==> src/rtl/lift_req_scheduler.sv <==
`default_nettype none
// ============================================================================
// Module      : lift_req_scheduler
// Description : Latches floor calls into a pending bitmap and picks the next
//               target floor for a single lift car using a SCAN policy.
//               Requests are retired when the door opens at their floor.
// Revision    : 1.0 - initial release
// ============================================================================
module lift_req_scheduler #(
    parameter int NFLOORS = 5,
    parameter int FW      = 3
) (
    input  logic               clk,
    input  logic               rst,
    input  logic [NFLOORS-1:0] call_btn,
    input  logic [FW-1:0]      cur_floor,
    input  logic               door_open,
    output logic [FW-1:0]      req_floor,
    output logic               req_valid,
    output logic               dir_up,
    output logic [NFLOORS-1:0] pending,
    output logic               busy
);

    localparam logic [1:0] c_st_idle  = 2'd0;
    localparam logic [1:0] c_st_move  = 2'd1;
    localparam logic [1:0] c_st_serve = 2'd2;

    logic [1:0]         r_state;
    logic [1:0]         w_state_nxt;
    logic [NFLOORS-1:0] r_pending;
    logic [NFLOORS-1:0] w_pending_nxt;
    logic [FW-1:0]      r_req_floor;
    logic [FW-1:0]      w_req_floor_nxt;
    logic               r_req_valid;
    logic               r_dir_up;
    logic               w_dir_up_nxt;

    logic               w_here;
    logic               w_up_found;
    logic [FW-1:0]      w_up_floor;
    logic               w_dn_found;
    logic [FW-1:0]      w_dn_floor;
    logic               w_tgt_found;
    logic [FW-1:0]      w_tgt_floor;
    logic               w_tgt_flip;

    // Pending update: a door opening at a floor retires it, even if called again.
    always_comb begin
        w_pending_nxt = '0;
        for (int i = 0; i < NFLOORS; i++) begin
            w_pending_nxt[i] = (r_pending[i] | call_btn[i])
                             & ~(door_open && (cur_floor == FW'(i)));
        end
    end

    // Pending request bitmap register.
    always_ff @(posedge clk) begin
        if (rst) begin
            r_pending <= '0;
        end else begin
            r_pending <= w_pending_nxt;
        end
    end

    // Nearest pending floor above and below the car; an out-of-range
    // cur_floor simply has nothing above it.
    always_comb begin
        w_here     = 1'b0;
        w_up_found = 1'b0;
        w_up_floor = '0;
        w_dn_found = 1'b0;
        w_dn_floor = '0;
        for (int i = 0; i < NFLOORS; i++) begin
            if (r_pending[i] && (FW'(i) == cur_floor)) begin
                w_here = 1'b1;
            end
        end
        // Descending scan so the lowest floor above the car wins.
        for (int i = NFLOORS - 1; i >= 0; i--) begin
            if (r_pending[i] && (FW'(i) > cur_floor)) begin
                w_up_found = 1'b1;
                w_up_floor = FW'(i);
            end
        end
        // Ascending scan so the highest floor below the car wins.
        for (int i = 0; i < NFLOORS; i++) begin
            if (r_pending[i] && (FW'(i) < cur_floor)) begin
                w_dn_found = 1'b1;
                w_dn_floor = FW'(i);
            end
        end
    end

    // SCAN priority: current floor, then ahead, then behind (reversal).
    always_comb begin
        w_tgt_found = 1'b0;
        w_tgt_floor = '0;
        w_tgt_flip  = 1'b0;
        if (w_here) begin
            w_tgt_found = 1'b1;
            w_tgt_floor = cur_floor;
        end else if (r_dir_up) begin
            if (w_up_found) begin
                w_tgt_found = 1'b1;
                w_tgt_floor = w_up_floor;
            end else if (w_dn_found) begin
                w_tgt_found = 1'b1;
                w_tgt_floor = w_dn_floor;
                w_tgt_flip  = 1'b1;
            end
        end else begin
            if (w_dn_found) begin
                w_tgt_found = 1'b1;
                w_tgt_floor = w_dn_floor;
            end else if (w_up_found) begin
                w_tgt_found = 1'b1;
                w_tgt_floor = w_up_floor;
                w_tgt_flip  = 1'b1;
            end
        end
    end

    // Next-state logic: target latch in IDLE, en-route pickup in MOVE.
    always_comb begin
        w_state_nxt     = r_state;
        w_req_floor_nxt = r_req_floor;
        w_dir_up_nxt    = r_dir_up;
        case (r_state)
            c_st_idle: begin
                if (w_tgt_found) begin
                    w_state_nxt     = c_st_move;
                    w_req_floor_nxt = w_tgt_floor;
                    w_dir_up_nxt    = r_dir_up ^ w_tgt_flip;
                end
            end
            c_st_move: begin
                if (door_open && (cur_floor == r_req_floor)) begin
                    w_state_nxt = c_st_serve;
                end else if (r_dir_up && w_up_found && (w_up_floor < r_req_floor)) begin
                    w_req_floor_nxt = w_up_floor;
                end else if (!r_dir_up && w_dn_found && (w_dn_floor > r_req_floor)) begin
                    w_req_floor_nxt = w_dn_floor;
                end
            end
            c_st_serve: begin
                if (!door_open) begin
                    w_state_nxt = c_st_idle;
                end
            end
            default: begin
                w_state_nxt = c_st_idle;
            end
        endcase
    end

    // State, target and direction registers.
    always_ff @(posedge clk) begin
        if (rst) begin
            r_state     <= c_st_idle;
            r_req_floor <= '0;
            r_req_valid <= 1'b0;
            r_dir_up    <= 1'b1;
        end else begin
            r_state     <= w_state_nxt;
            r_req_floor <= w_req_floor_nxt;
            r_req_valid <= (w_state_nxt != c_st_idle);
            r_dir_up    <= w_dir_up_nxt;
        end
    end

    assign req_floor = r_req_floor;
    assign req_valid = r_req_valid;
    assign dir_up    = r_dir_up;
    assign pending   = r_pending;
    assign busy      = (r_state != c_st_idle) || (|r_pending);

endmodule
`default_nettype wire

==> config.mk <==
export PLATFORM = sky130hd
export DESIGN_NAME = lift_req_scheduler
export DESIGN_NICKNAME = d
export VERILOG_FILES = /design/src/rtl/lift_req_scheduler.sv
export SDC_FILE = /design/constraint.sdc
export NUM_CORES = 1
export LEC_CHECK = 0
export ABC_AREA = 1
export BUFFER_PORTS_ARGS = -buffer_cell sky130_fd_sc_hd__buf_2
export CORE_ASPECT_RATIO = 1.2
export CORE_MARGIN = 8
export CORE_UTILIZATION = 49
export CTS_CLUSTER_SIZE = 30
export DETAILED_ROUTE_END_ITERATION = 8
export GPL_TIMING_DRIVEN = 0
export PLACE_DENSITY = 0.78
export SYNTH_ARGS = -nofsm -noshare
export SYNTH_HDL_FRONTEND = slang
export SYNTH_SLANG_ARGS = --single-unit
==> constraint.sdc <==
create_clock -name clk -period 1.8 [get_ports clk]
set_input_delay 0 -clock clk [delete_from_list [all_inputs] [get_ports clk]]
set_output_delay 0 -clock clk [all_outputs]
set_load 0.02 [all_outputs]
==> run_results.csv, run 1 <==
group,metric,value,unit
synthesis,synthTopCellsByCount,"nand2_1 (55), inv_1 (23), nor2_1 (18), nand3_1 (14)",
cells_and_area,post_route_cells_drive_above_1_share,31.2,%
cells_and_area,final_net_count,235,
drt,detailed_route_via_count,1299,
synthesis,synthesis.area,1100,um2
synthesis,synth_fp_nets,199,
power,vdd.ir_drop.worst,0.000661,V
clocking,tritoncts,"built",
synthesis,post_synthesis_share_of_cell_area_spent_on_full_adders_half_adders_and_majority_gates,5.70,%
die,die_h,67.8,um
worst_setup_path,worstPathMaxFanout,7,
clocking,clk_transition_reported_paths,0.08,ns
cells_and_area,antenna_cells,0,
grt,global_route_wire_length_before_repair,5.26,mm
drt,antenna_left,0,
synthesis,synthesis.instances,183,
synthesis,post-synth-top-area-fraction,21.9,%
worst_setup_path,setup.worst_path.start_class,"flip-flop",
die,initial_core_utilization,49.6,%
synthesis,muxShareOfSynthArea,0,%
timing,setup_repair_after_global_routing_missed_its_margin,"true",
synthesis,synth_top_area_cell,"dfxtp_1",
grt,globalRouteTotalUtil,16.4,%
synthesis,synth_xor_area_share,0,%
drt,drt_pre_antenna_iters,6,
clocking,clock_tree.htree_level_count,1,
synthesis,synth-main-ff-cell,"dfxtp_1",
worst_setup_path,worstSetupEndpointType,"flip-flop",
clocking,cts_buffer_depth,2,
drt,drt_first_iter_violations,25,
placed_design,placement.cell_area,1270,um2
power,power.density,771,nW/um2
timing,slew_headroom,72.8,%
timing,timing_hold_violations_final,0,
drt,drt-total-wl,3.16,mm
synthesis,async_reset_ff_share,0,%
worst_setup_path,crit_chain,"nand2_2 -> nand2_1 -> nor3_4 -> ha_1 -> a21oi_2 -> nand2_2 -> nor2_4 -> nor2_2 -> nor2_4 -> nand2_1 -> nor2_1 -> nor2_1",
synthesis,synth_seq_cells,12,
clocking,tritoncts.num_buffers,3,
synthesis,synth_seq_area_share,21.9,%
timing,hold-worst-slack,0.0129,ns
die,core,2210,um2
cells_and_area,share_of_the_core_filled_with_cells,65.2,%
grt,grt_antenna_before_repair,0,
clocking,clkSinkCount,12,
worst_setup_path,highest_delay_cell_along_the_critical_path,"dfxtp_2",
grt,gr_ovfl_total,0,
die,io_pins,22,
worst_setup_path,cp_delay_by_family_top,"simple AND/OR/NAND/NOR gates",
clocking,insertion_delay,0.27,ns
grt,first_global_vias,1249,
synthesis,yosysMostFrequentCell,"nand2_1",
timing,finalMaxSlewViolations,0,
power,cellLeakagePower,0.756,nW
drt,drc,0,
placed_design,io_buffers,19,
timing,tightest_slew,0.406,ns
outcome,failed_checks,"setup timing",
synthesis,yosys-top-cells-area,"dfxtp_1 (22%), nand2_1 (19%), inv_1 (7.9%), nand3_1 (6.4%), nor2_1 (6.2%)",
die,die-width,59.2,um
placed_design,post-dp-hpwl,2.38,mm
worst_setup_path,criticalPathCategory,"reg2reg",
synthesis,synth_simple_gate_area_share,46.3,%
timing,totalNegativeSetupSlack,-0.580,ns
placed_design,post-place-cells,233,
timing,crit_path_time_final,2.01,ns
outcome,status,"finished with violations",
worst_setup_path,cp.required,1.98,ns
drt,route.detailed.wl_per_inst,12.7,um
synthesis,synth_enable_flop_cells,0,
synthesis,ys_types,29,
timing,final_critical_path_setup_slack,-0.211,ns
job,maxCapViolations,0,
worst_hold_path,min-delay-path-class,"in2reg",
timing,setup_viol_count_final,3,
synthesis,synth_compound_area_share,14.4,%
die,row_count,19,
synthesis,postSynthAreaPerCell,6.00,um2
cells_and_area,layout.cell_area.non_filler,1440,um2
worst_setup_path,critical_path_buffers_and_inverters,0,
worst_setup_path,cp_data_arrival_time,2.19,ns
timing,finalCritPeriodShare,112,%
timing,achievable-frequency,497,MHz
worst_setup_path,critical-path-max-stage-delay,0.37,ns
synthesis,yosysWarnings,0,
grt,grt_max_degree,10,
placed_design,finalWeightedCongestion,0.935,
drt,via_per_inst,5.22,
cells_and_area,final-instance-count-excl-fill,249,
power,power,1.11,mW
cells_and_area,area_growth,31.4,%
clocking,cts.root.buffer_cell,"clkbuf_4",
die,design.die.area,4020,um2
placed_design,place_worst_setup_slack,-0.292,ns
synthesis,synth_top_family_by_area,"simple AND/OR/NAND/NOR gates",
timing,fin_worst_skew,0.000844,ns
-- area by class of cell --
type / instances / area, um2
inverters: 30 / 113
well taps: 31 / 38.8
flip-flops and latches: 12 / 253
multi-input cells: 139 / 785
plain buffers: 2 / 16.3
clock buffers: 4 / 36.3
repair buffers: 31 / 200
fillers: 204 / 769
-- worst paths after layout --
path,start,endpoint,slack [ns],depth (start not counted)
min reg2reg,dir_up,dir_up,0.52,2
min,call_btn[2],pending[2],0.01,3
max reg2reg,pending[2],req_floor[2],-0.21,12
max,pending[2],req_floor[2],-0.21,12
-- what timing repair did --
item / in CTS / in global routing
gates resized for setup: 5 / 2
endpoints found under the setup margin: 3 / 3
hold endpoints to repair: 8 / 0
pin swaps: 3 / 5
hold buffers: 6 / 0
buffers inserted: 4 / 2
-- flip-flops by register name, indices dropped and copies added, names as in the netlist --
| name | count |
|---|---|
| dir_up | 1 |
| pending | 5 |
| r_state | 2 |
| req_floor | 3 |
| req_valid | 1 |
-- worst min-delay path: cells and delay by family --
| kind | cells | cell delay [ns] |
|---|---|---|
| AO/OA/AOI/OAI | 2 | 0.18 |
| buffers and inverters | 1 | 0.07 |
-- kinds of logic after synthesis --
kind of cell | count (synthesis)
buffers and inverters | 32
AOI/OAI and AO/OA | 26
adders and majority gates | 5
and+or+nand+nor | 108
DFF | 12
-- placed cells by master (no fill, tap or decap), types with 2 or more instances in the layout --
cell type / count
a21boi_1: 4
a21oi_1: 10
a21oi_2: 2
buf_2: 20
buf_4: 6
clkbuf_4: 3
dfxtp_1: 8
dfxtp_4: 3
dlygate4sd3_1: 6
ha_1: 4
inv_1: 22
inv_2: 7
nand2_1: 52
nand2_2: 9
nand3_1: 12
nand3_2: 4
nand4_1: 2
nor2_1: 17
nor2_2: 2
nor2_4: 4
o211ai_1: 3
o21ai_0: 3
-- power by group --
part | internal [mW] | leakage (nW) | switching (mW)
Combinational | 0.213 | 0.633 | 0.343
Clock | 0.123 | 0.0210 | 0.0964
Sequential | 0.300 | 0.102 | 0.0357
-- layer usage --
| layer | GRT usage [%] | wire length (um) |
|---|---|---|
| met5 | 0 | 0 |
| met3 | 1.88 | 114 |
| met4 | 6.89 | 45 |
| met2 | 31.2 | 1620 |
| met1 | 17.6 | 1380 |
No activity file was read; power rests on OpenSTA's default activity.
==> run 2, diff against run 1 <==
--- a/config.mk
+++ b/config.mk
@@ -14,6 +14,7 @@
 export DETAILED_ROUTE_END_ITERATION = 8
 export GPL_TIMING_DRIVEN = 0
 export PLACE_DENSITY = 0.78
+export SETUP_SLACK_MARGIN = 0.5
 export SYNTH_ARGS = -nofsm -noshare
 export SYNTH_HDL_FRONTEND = slang
 export SYNTH_SLANG_ARGS = --single-unit
==> run_results.csv, run 2 (same netlist as run 1, synthesis figures left out) <==
group,metric,value,unit
grt,grt_max_degree,10,
clocking,clk_transition_reported_paths,0.08,ns
grt,gr_ovfl_total,0,
worst_setup_path,crit_chain,"nand2_2 -> nand2_1 -> nor3_4 -> ha_1 -> a21oi_2 -> nand2_2 -> nor2_4 -> nor2_2 -> nor2_4 -> nand2_1 -> nor2_1 -> nor2_1",
worst_setup_path,highest_delay_cell_along_the_critical_path,"dfxtp_4",
timing,finalMaxSlewViolations,0,
clocking,clock_tree.htree_level_count,1,
drt,via_per_inst,5.25,
placed_design,io_buffers,19,
die,initial_core_utilization,49.6,%
cells_and_area,area_growth,38.1,%
clocking,insertion_delay,0.27,ns
power,power.density,759,nW/um2
drt,drt_first_iter_violations,31,
clocking,cts_buffer_depth,2,
power,p_seq_share,29.7,%
worst_setup_path,critical-path-max-stage-delay,0.38,ns
die,io_pins,22,
drt,detailed_route_via_count,1324,
cells_and_area,most_frequent_cells_in_the_layout,"nand2_1 (50), buf_2 (19), inv_1 (18), nor2_1 (15), nand3_1 (12)",
cells_and_area,post_route_cells_drive_above_1_share,37.6,%
timing,setup_viol_count_final,3,
timing,achievable-frequency,498,MHz
power,vdd.ir_drop.worst,0.000658,V
worst_setup_path,criticalPathCategory,"reg2reg",
drt,drt-total-wl,3.25,mm
timing,finalCritPeriodShare,112,%
die,design.die.area,4020,um2
grt,first_global_vias,1280,
power,cell_internal_pwr,0.661,mW
power,p_sw_share,42.6,%
outcome,failed_checks,"setup timing",
die,core,2210,um2
timing,final_critical_path_setup_slack,-0.208,ns
worst_setup_path,cp_data_arrival_time,2.18,ns
timing,setup_repair_after_global_routing_missed_its_margin,"true",
timing,tightest_slew,0.290,ns
die,die_h,67.8,um
clocking,clkSinkCount,12,
cells_and_area,final_net_count,238,
cells_and_area,n_fill_cell,188,
outcome,status,"finished with violations",
worst_setup_path,cp.required,1.97,ns
cells_and_area,antenna_cells,0,
cells_and_area,footprint_of_the_multi_input_gates,818,um2
worst_setup_path,worstSetupEndpointType,"flip-flop",
drt,drc,0,
worst_hold_path,min-delay-path-class,"in2reg",
power,cellLeakagePower,0.780,nW
timing,slew_headroom,80.6,%
timing,timing_hold_violations_final,0,
cells_and_area,mostFrequentLayoutCell,"nand2_1",
grt,globalRouteTotalUtil,16.5,%
cells_and_area,max_ffs_per_register,5,
drt,antenna_left,0,
clocking,cts.root.buffer_cell,"clkbuf_4",
timing,crit_path_time_final,2.01,ns
clocking,tritoncts.num_buffers,3,
timing,totalNegativeSetupSlack,-0.599,ns
drt,route.detailed.wl_per_inst,12.9,um
worst_setup_path,setup.worst_path.start_class,"flip-flop",
grt,grt_antenna_before_repair,0,
power,switching_power,0.490,mW
drt,drt_pre_antenna_iters,4,
die,die-width,59.2,um
grt,global_route_wire_length_before_repair,5.26,mm
timing,fin_worst_skew,0.00135,ns
placed_design,post-dp-hpwl,2.38,mm
cells_and_area,share_of_the_core_filled_with_cells,68.5,%
die,row_count,19,
worst_setup_path,worstPathMaxFanout,7,
power,p_comb_share,51.5,%
job,maxCapViolations,0,
cells_and_area,register_area,256,um2
clocking,tritoncts,"built",
placed_design,finalWeightedCongestion,0.935,
power,power_frac_clock,18.8,%
==> run 2: metal layers <==
metal  vias up  track usage [%]  wire length (um)
met3         8             2.44               135
met2        38             31.4              1690
met4         0             6.59                63
met1       616             17.5              1350
met5         -                0                 0
li1        662                -                 -
==> run 2: power groups by stage <==
stage,Combinational [mW],Sequential (mW),Clock [mW]
final,0.592,0.342,0.216
after global placement,0.480,0.343,0
after detailed placement,0.494,0.344,0
after CTS,0.557,0.337,0.225
after floorplan,0.340,0.374,0
after global routing,0.655,0.345,0.234
==> run 2: final timing paths <==
check	cells past startpoint	from	slack, ns	to
max	12	pending[2]	-0.21	req_floor[2]
max reg2reg	12	pending[2]	-0.21	req_floor[2]
min	3	call_btn[2]	0.02	pending[2]
min reg2reg	2	dir_up	0.52	dir_up
==> run 2: cell type report <==
class / count / share of cell area (%)
Multi-Input combinational cell: 139 / 54.0
Timing Repair Buffer: 34 / 15.6
Sequential cell: 12 / 16.9
Buffer: 2 / 1.07
Inverter: 30 / 7.43
Clock buffer: 4 / 2.39
Tap cell: 31 / 2.56
==> run 2: through the flow <==
stage	std cells	setup slack (ns)	hold slack, ns	instance area [um2]	total power, mW
2_1_floorplan	183	-0.0817	0.0691	1130	0.714
3_3_place_gp	233	-0.261	0.207	1270	0.823
3_5_place_dp	233	-0.292	0.210	1270	0.838
4_1_cts	248	-0.193	0.00996	1450	1.12
5_1_grt	252	-0.335	0.0657	1520	1.23
6_report	252	-0.208	0.0154	1520	1.15
==> run 2: repair_timing <==
item | in CTS | in global routing
resized for setup | 13 | 13
setup buffers | 5 | 4
hold buffers | 6 | 0
endpoints found under the setup margin | 5 | 8
endpoints found under the hold margin | 8 | 0
pin swaps | 4 | 10
cloned | 0 | 0
==> run 2: worst max-delay path, delay by kind of cell (launching register included) <==
kind / cells / cell delay (ns)
simple gates: 10 / 1.09
flops: 1 / 0.38
fa+ha+maj: 1 / 0.28
compound gates: 1 / 0.17
==> run 3, diff against run 2 <==
--- a/config.mk
+++ b/config.mk
@@ -13,7 +13,9 @@
 export CTS_CLUSTER_SIZE = 30
 export DETAILED_ROUTE_END_ITERATION = 8
 export GPL_TIMING_DRIVEN = 0
+export HOLD_SLACK_MARGIN = 0.08
 export PLACE_DENSITY = 0.78
+export REMOVE_ABC_BUFFERS = 1
 export SETUP_SLACK_MARGIN = 0.5
 export SYNTH_ARGS = -nofsm -noshare
 export SYNTH_HDL_FRONTEND = slang
==> run_results.csv, run 3 (same netlist as run 1, synthesis figures left out) <==
group,metric,value,unit
placed_design,finalWeightedCongestion,0.908,
worst_setup_path,crit_chain,"nand2_4 -> a21boi_4 -> or2_1 -> inv_2 -> ha_4 -> nand3b_1 -> a22oi_2 -> nand3_1 -> nand2_2 -> nor2_4 -> nor2_4 -> nand2_1 -> nor2_1 -> nor2_1",
clocking,clk_transition_reported_paths,0.08,ns
drt,routed.top_layer,"met4",
clocking,tritoncts.num_buffers,3,
die,design.die.area,4020,um2
power,cellLeakagePower,0.833,nW
drt,drc,0,
drt,detailroute.wirelength.met3,277,um
timing,slew_headroom,77.6,%
worst_setup_path,cp_data_arrival_time,2.22,ns
job,maxCapViolations,0,
outcome,status,"finished with violations",
grt,grt_max_degree,10,
die,initial_core_utilization,49.6,%
clocking,cts_buffer_depth,2,
cells_and_area,most_frequent_cells_in_the_layout,"nand2_1 (47), buf_2 (20), inv_1 (17), nor2_1 (15), nand3_1 (13)",
drt,drt_pre_antenna_iters,5,
timing,crit_path_time_final,2.05,ns
drt,route.met2.wl,1.96,mm
cells_and_area,antenna_cells,0,
placed_design,post-dp-hpwl,2.23,mm
drt,route.detailed.wl_per_inst,14.4,um
worst_setup_path,worstSetupEndpointType,"flip-flop",
timing,setup_viol_count_final,3,
worst_setup_path,cp.required,1.97,ns
grt,grt_antenna_before_repair,0,
worst_setup_path,reg2reg_slack,-0.25,ns
worst_hold_path,min-delay-path-class,"in2reg",
cells_and_area,final_net_count,245,
timing,final_critical_path_setup_slack,-0.248,ns
grt,global_route_wire_length_before_repair,5.62,mm
drt,via_per_inst,5.36,
die,io_pins,22,
grt,gr_ovfl_total,0,
worst_setup_path,cp_delay_by_family_top,"simple AND/OR/NAND/NOR gates",
die,die_h,67.8,um
timing,finalCritPeriodShare,114,%
grt,first_global_vias,1308,
worst_setup_path,criticalPathCategory,"reg2reg",
drt,wl_met1,1.37,mm
worst_setup_path,worstPathMaxFanout,3,
die,row_count,19,
drt,drt_first_iter_violations,69,
power,power.density,723,nW/um2
drt,antenna_left,0,
timing,achievable-frequency,488,MHz
power,vdd.ir_drop.worst,0.000643,V
clocking,cts.root.buffer_cell,"clkbuf_4",
drt,drt-total-wl,3.71,mm
clocking,clock_tree.htree_level_count,1,
timing,finalMaxSlewViolations,0,
timing,fin_worst_skew,0.0109,ns
clocking,insertion_delay,0.28,ns
timing,hold-worst-slack,0.117,ns
clocking,tritoncts,"built",
grt,globalRouteTotalUtil,17.8,%
cells_and_area,share_of_the_core_filled_with_cells,72.8,%
worst_setup_path,critical-path-max-stage-delay,0.37,ns
drt,detailed_route_via_count,1383,
timing,setup_repair_after_global_routing_missed_its_margin,"true",
timing,tightest_slew,0.335,ns
cells_and_area,area_growth,46.6,%
cells_and_area,post_route_cells_drive_above_1_share,40.1,%
worst_setup_path,highest_delay_cell_along_the_critical_path,"dfxtp_4",
placed_design,io_buffers,21,
die,core,2210,um2
clocking,clkSinkCount,12,
cells_and_area,max_ffs_per_register,5,
worst_setup_path,setup.worst_path.start_class,"flip-flop",
worst_setup_path,critical_path_buffers_and_inverters,1,
cells_and_area,mostFrequentLayoutCell,"nand2_1",
timing,timing_hold_violations_final,0,
die,die-width,59.2,um
outcome,failed_checks,"setup timing",
run 3: cell count changes in the layout (fill, tap and decap cells not counted), sizes merged:
cell         change
clkbuf           -1
dlygate4sd3      +2
buf              +5
run 3: report_power, final:
part           total (mW)  internal (mW)  leakage [nW]  switching, mW
registers           0.340          0.299         0.102         0.0404
clock network       0.171         0.0777        0.0138         0.0935
logic               0.652          0.265         0.717          0.387
run 3: path summary, 6_finish.rpt:
check	start	to	depth (start not counted)
setup reg to reg	pending[3]	req_floor[1]	14
hold reg to reg	dir_up	dir_up	2
setup / recovery	pending[3]	req_floor[1]	14
hold / removal	cur_floor[0]	pending[2]	3
run 3: metrics by stage:
stage	instances	area, um2	TNS, ns	setup WS, ns	total power, mW
floorplan	181	1080	-0.838	-0.279	0.695
global placement	233	1220	-1.42	-0.494	0.818
detailed placement	233	1220	-1.39	-0.477	0.820
CTS	252	1470	-0.669	-0.228	1.06
global route	258	1610	-1.01	-0.344	1.24
finish	258	1610	-0.705	-0.248	1.16
run 3: timing repair:
action / 4_1_cts / 5_1_grt
hold buffers: 8 / 0
setup endpoints to repair: 6 / 8
buffers inserted: 8 / 6
pin swaps: 6 / 12
hold endpoints to repair: 8 / 0
gates resized for setup: 22 / 27
run 3: worst register-to-register path: stages, from the launching register on:
cell      delay (ns)
dfxtp_4         0.37
nand2_4         0.06
a21boi_4        0.18
or2_1           0.13
inv_2           0.05
ha_4            0.27
nand3b_1        0.09
a22oi_2         0.17
nand3_1         0.13
nand2_2         0.12
nor2_4          0.05
nor2_4          0.11
nand2_1         0.06
nor2_1          0.10
nor2_1          0.05
run 3: final cells by class:
type                            count  area [um2]
Clock buffer                        3        22.5
Inverter                           30         113
Tap cell                           31        38.8
Fill cell                         182         602
Sequential cell                    12         255
Timing Repair Buffer               43         308
Multi-Input combinational cell    139         872
run 3: layer usage:
layer,vias up,global-route usage (%)
met5,-,0
met4,0,8.08
met3,17,2.44
met2,65,34.7
met1,626,18.1
li1,675,-
